## config.mk

```make
export PLATFORM = sky130hd
export DESIGN_NAME = afe_spi_receiver
export DESIGN_NICKNAME = d
export VERILOG_FILES = /design/src/rtl/afe_spi_receiver.sv
export SDC_FILE = /design/constraint.sdc
export NUM_CORES = 1
export LEC_CHECK = 0
export BUFFER_PORTS_ARGS = -buffer_cell sky130_fd_sc_hd__buf_4
export CORE_UTILIZATION = 55
export DETAILED_ROUTE_END_ITERATION = 6
export PLACE_DENSITY_LB_ADDON = 0.1
export SLEW_MARGIN = 20
export SYNTH_ARGS = -nofsm -noshare
export SYNTH_HDL_FRONTEND = slang
export SYNTH_SLANG_ARGS = --single-unit
export TNS_END_PERCENT = 100
```

## constraint.sdc

```tcl
create_clock -name sysClk -period 2.1 [get_ports sysClk]
set_clock_uncertainty 0.05 [all_clocks]
set_input_delay 0.42 -clock sysClk [delete_from_list [all_inputs] [get_ports sysClk]]
set_output_delay 0.42 -clock sysClk [all_outputs]
set_load 0.05 [all_outputs]
```

## src/rtl/afe_spi_receiver.sv

```systemverilog
// Receives AFE SPI frames on sysClk. SCLK, SDI and LE are oversampled and synchronized.
// LE rising latches the frame; a bad bit count raises an error strobe and bumps a saturating counter.
`timescale 1ns/1ps
module afe_spi_receiver #(
  parameter int FRAME_BITS     = 8,
  parameter int ERRCOUNT_WIDTH = 16
) (
  input  logic                      sysClk,
  input  logic                      sysReset,
  input  logic                      spiClk,
  input  logic                      spiSdi,
  input  logic                      spiLe,
  input  logic                      errClear,
  output logic [FRAME_BITS-1:0]     frameData,
  output logic                      frameValid,
  output logic                      frameError,
  output logic [ERRCOUNT_WIDTH-1:0] errCount,
  output logic                      busy
);

  localparam int CW = $clog2(FRAME_BITS + 2);
  localparam logic [CW-1:0] CNT_FULL = CW'(FRAME_BITS);
  localparam logic [CW-1:0] CNT_MAX  = CW'(FRAME_BITS + 1);

  typedef enum logic [1:0] {IDLE, SHIFT, LATCH} state_t;
  state_t state, state_nxt;

  logic sclk_meta, sclk_s, sclk_h;
  logic sdi_meta, sdi_s, sdi_h;
  logic le_meta, le_s, le_h;
  logic sclk_rise, le_rise, le_fall;
  logic le_fall_pend;
  logic err_inc;

  logic [FRAME_BITS-1:0] shift_q;
  logic [CW-1:0]         bit_cnt;

  // Two synchronizer flops plus one history flop per input
  always_ff @(posedge sysClk) begin
    if (sysReset) begin
      sclk_meta <= 1'b0; sclk_s <= 1'b0; sclk_h <= 1'b0;
      sdi_meta  <= 1'b0; sdi_s  <= 1'b0; sdi_h  <= 1'b0;
      le_meta   <= 1'b0; le_s   <= 1'b0; le_h   <= 1'b0;
    end else begin
      sclk_meta <= spiClk; sclk_s <= sclk_meta; sclk_h <= sclk_s;
      sdi_meta  <= spiSdi; sdi_s  <= sdi_meta;  sdi_h  <= sdi_s;
      le_meta   <= spiLe;  le_s   <= le_meta;   le_h   <= le_s;
    end
  end

  assign sclk_rise = sclk_s & ~sclk_h;
  assign le_rise   = le_s & ~le_h;
  assign le_fall   = ~le_s & le_h;

  always_ff @(posedge sysClk) begin
    if (sysReset) state <= IDLE;
    else          state <= state_nxt;
  end

  always_comb begin
    state_nxt = state;
    case (state)
      IDLE:    if (le_fall || le_fall_pend) state_nxt = SHIFT;
      SHIFT:   if (le_rise) state_nxt = LATCH;
      LATCH:   state_nxt = IDLE;
      default: state_nxt = IDLE;
    endcase
  end

  assign err_inc = (state == LATCH) && (bit_cnt != CNT_FULL);

  always_ff @(posedge sysClk) begin
    if (sysReset) begin
      shift_q      <= '0;
      bit_cnt      <= '0;
      frameData    <= '0;
      frameValid   <= 1'b0;
      frameError   <= 1'b0;
      le_fall_pend <= 1'b0;
      busy         <= 1'b0;
    end else begin
      frameValid   <= 1'b0;
      frameError   <= 1'b0;
      busy         <= (state_nxt == SHIFT);
      // An LE fall during LATCH would otherwise be lost; replay it in IDLE
      le_fall_pend <= (state == LATCH) && le_fall;
      case (state)
        IDLE: begin
          if (state_nxt == SHIFT) begin
            shift_q <= '0;
            bit_cnt <= '0;
          end
        end
        SHIFT: begin
          // sdi_h is one cycle older than the detected edge, still inside the setup window
          if (sclk_rise && !le_rise) begin
            shift_q <= (shift_q << 1) | FRAME_BITS'(sdi_h);
            if (bit_cnt != CNT_MAX) bit_cnt <= bit_cnt + 1'b1;
          end
        end
        LATCH: begin
          if (bit_cnt == CNT_FULL) begin
            frameData  <= shift_q;
            frameValid <= 1'b1;
          end else begin
            frameError <= 1'b1;
          end
        end
        default: ;
      endcase
    end
  end

  always_ff @(posedge sysClk) begin
    if (sysReset)                    errCount <= '0;
    else if (errClear)               errCount <= err_inc ? ERRCOUNT_WIDTH'(1) : '0;
    else if (err_inc && !(&errCount)) errCount <= errCount + 1'b1;
  end

endmodule

```

==> run summary <==
### Status
• run status: finished, final reports clean

### Detailed routing
• total detailed-routing wirelength: 4050 um
• drt via density: 5.33
• via count of the routed design: 1626
• antenna-violating nets left: 0
• initial detailed-routing violation count: 107
• post-route DRC violation count: 0
• final routed wire length divided by cell count: 13.3 um
• first drt pass iteration count: 4

### Clocking
• root buffer cell: clkbuf_8
• H-tree depth: 2
• Clock Latency Late Sink: 0.31 ns
• TritonCTS clock tree: yes
• clk buf depth: 2
• Clk pin slew, worst setup/hold paths: 0.09 ns
• Clock Sink Count: 51
• Inserted Clock Buffers: 5

### Global routing
• largest net degree at the start of global routing: 25
• Remaining Overflow, GRT: 0
• first-pass GRT wire length: 7060 um
• number of antenna violations at the first check in global routing: 0
• gr usage total: 0.224
• vias in the first global route: 1539

### STA
• actual slew at the worst max-slew pin: 0.584 ns
• Period minus WS final: 1.93 ns
• part of the cycle the worst path needs: 0.920
• Min Hold Slack: 0.267 ns
• setup repair after global routing missed its margin: no
• number of hold violations in the final report: 0
• max-slew violation count: 0
• total negative setup slack: 0 ns
• relative slew slack: 0.600
• final number of setup-violating endpoints: 0
• highest attainable clock frequency: 517 MHz

### Synthesis
• Synth Area in Compound Gates: 0.0996
• number of distinct standard cells referenced by the synthesized netlist: 41
• largest area contributor in the synthesized netlist: dfxtp_1
• area fraction of the dominant cell type after synthesis: 0.492
• xor/xnor share of the synthesized area: 0.0634
• number of standard cells after synthesis: 216
• Post-synth EDFFs: 0
• warnings from Yosys: 0
• syn_area_per_cell: 9.60 um2
• Adder-Cell Fraction of Synth Area: 0.0241
• async set-or-reset flop fraction in the synthesized netlist: 0
• fraction of synthesized area in multiplexers: 0.0483
• flops & latches, synth: 51
• largest cells by area after synthesis: dfxtp_1 (49%), nor2_1 (7.4%), xnor2_1 (5.5%)
• dominant combinational cell family by area after synthesis: simple AND/OR/NAND/NOR gates
• Synth Flop Type: dfxtp_1
• area fraction in and, or, nand and nor cells after synthesis: 0.248
• sequential area share after synthesis: 0.492
• net count of the mapped netlist: 226
• post-synthesis cell area: 0.00207 mm2

### Floorplan
• Core Area: 0.00347 mm2
• area of the die: 0.00402 mm2
• total I/O pin count: 33
• standard-cell rows: 21
• Initial Util: 0.598
• height of the die: 63.4 um
• width of the die: 63.4 um

### Hold path
• Hold Crit Start: spiSdi
• number of cells on the worst hold path: 2
• Tightest Hold Check Type: in -> reg
• terminating pin of the worst hold path: sdi_meta

### Place
• HPWL after detailed placement: 2840 um
• # port buffers: 32
• global placer's final weighted congestion: 0.831

### Cells and area
• diode count: 0
• share of final-layout standard cells stronger than drive strength 1: 0.239
• Layout Nets: 268
• area growth from synthesis to layout: 21.9%

### Pwr
• Power per Cell Area: 641 mW/mm2
• maximum VDD drop: 522 uV
• leakage power figure: 0.924 nW

### Job
• max-cap viol count: 0

### Setup path
• crit start category: register
• setup slack, reg-to-reg: 0.17 ns
• Crit Path Class: reg -> reg
• critical path required time: 2.25 ns
• path depth of the worst reg2reg path: 7
• CP Data Arrival Time: 2.08 ns
• reg-to-reg critical path startpoint: bit_cnt[0]
• worst reg2reg path endpoint: errCount[7]
• crit path capture type: register
• highest fanout seen on the critical path: 7

[cell usage in the layout (no fill, tap or decap), types with 6 or more instances in the layout]
cell type  synthesis  final
a22oi_1            8      8
buf_4              0     42
clkbuf_8           0      6
dfxtp_1           51     50
inv_1              6      6
mux2i_1           10     10
nand3_1            8      8
nor2_1            41     41
nor2b_1           10     10
nor3_1             9      9
xnor2_1           13     13
[sequential cells by signal, summed over array words and instances (netlist names)]
register,count
le_meta,1
sdi_meta,1
sclk_meta,1
state,2
frameError,1
le_fall_pend,1
bit_cnt,4
frameValid,1
frameData,8
shift_q,8
sdi_s,1
errCount,16
sdi_h,1
le_s,1
sclk_s,1
le_h,1
busy,1
sclk_h,1
[layer usage]
| metal | part of all wire | global-route usage | vias up |
|---|---|---|---|
| met3 | 0.053 | 0.0652 | 6 |
| met1 | 0.48 | 0.309 | 743 |
| met4 | 0.011 | 0.0597 | 0 |
| met2 | 0.45 | 0.338 | 41 |
| li1 | - | - | 836 |
| met5 | 0 | 0 | - |
[worst max-delay path, cell delays in order (launching register included)]
cell	delay [ns]
dfxtp_1	0.37
inv_1	0.09
ha_1	0.20
nand3b_1	0.18
nand2_1	0.19
a2111oi_0	0.51
xnor2_1	0.18
nor2_1	0.05
[cell families after synthesis]
logic type / Yosys count
DFF: 51
and+or+nand+nor: 95
xor gates and xnor gates: 15
muxes: 10
adders and majority gates: 4
AOI/OAI and AO/OA: 28
buffers and inverters: 13
[what timing repair did]
action	CTS	global route
hold buffers	0	0
gates resized for setup	0	3
endpoints found under the setup margin	0	4
setup buffers	0	2
[metrics by stage]
step | area, um2 | setup WS (ns) | utilization | cells | total power, mW
6_report | 2530 | 0.167 | 0.729 | 305 | 1.62
5_1_grt | 2530 | 0.0164 | 0.729 | 305 | 1.68
4_1_cts | 2500 | 0.153 | 0.722 | 303 | 1.63
3_5_place_dp | 2400 | 0.193 | 0.693 | 295 | 1.05
3_3_place_gp | 2400 | 0.260 | 0.693 | 295 | 1.05
2_1_floorplan | 2070 | 0.0148 | - | 216 | 1.03
[worst max-delay path by stage]
stage,from,end,cells past startpoint
floorplan,errCount[11],errCount[0],5
global placement,bit_cnt[0],errCount[6],7
detailed placement,bit_cnt[0],errCount[15],7
CTS,bit_cnt[0],errCount[15],7
global route,bit_cnt[0],errCount[7],7
finish,bit_cnt[0],errCount[7],7
[final cells by class]
cell class	count	area [um2]
flip-flops and latches	51	1020
repair buffers	42	315
clock buffers	6	82.6
fillers	284	941
clock inverters	2	16.3
inverters	6	22.5
well taps	46	57.6
multi-input cells	152	1010
[cells in the mapped netlist, types with 2 or more instances]
master     count
a2111oi_0      5
a211oi_1       5
a21oi_1        4
a22oi_1        8
clkbuf_1       5
dfxtp_1       51
ha_1           4
inv_1          6
mux2i_1       10
nand2_1        5
nand2b_1       3
nand3_1        8
nand4_1        2
nor2_1        41
nor2b_1       10
nor3_1         9
o211ai_1       2
or2_2          2
xnor2_1       13
xor2_1         2
[where the power goes]
group | switching (mW) | leakage [nW] | internal [mW] | total (mW)
logic | 0.0283 | 0.464 | 0.0200 | 0.0483
registers | 0.00409 | 0.413 | 0.975 | 0.979
clock network | 0.324 | 0.0474 | 0.269 | 0.593
Note: power is estimated with default switching activity, not from simulation.
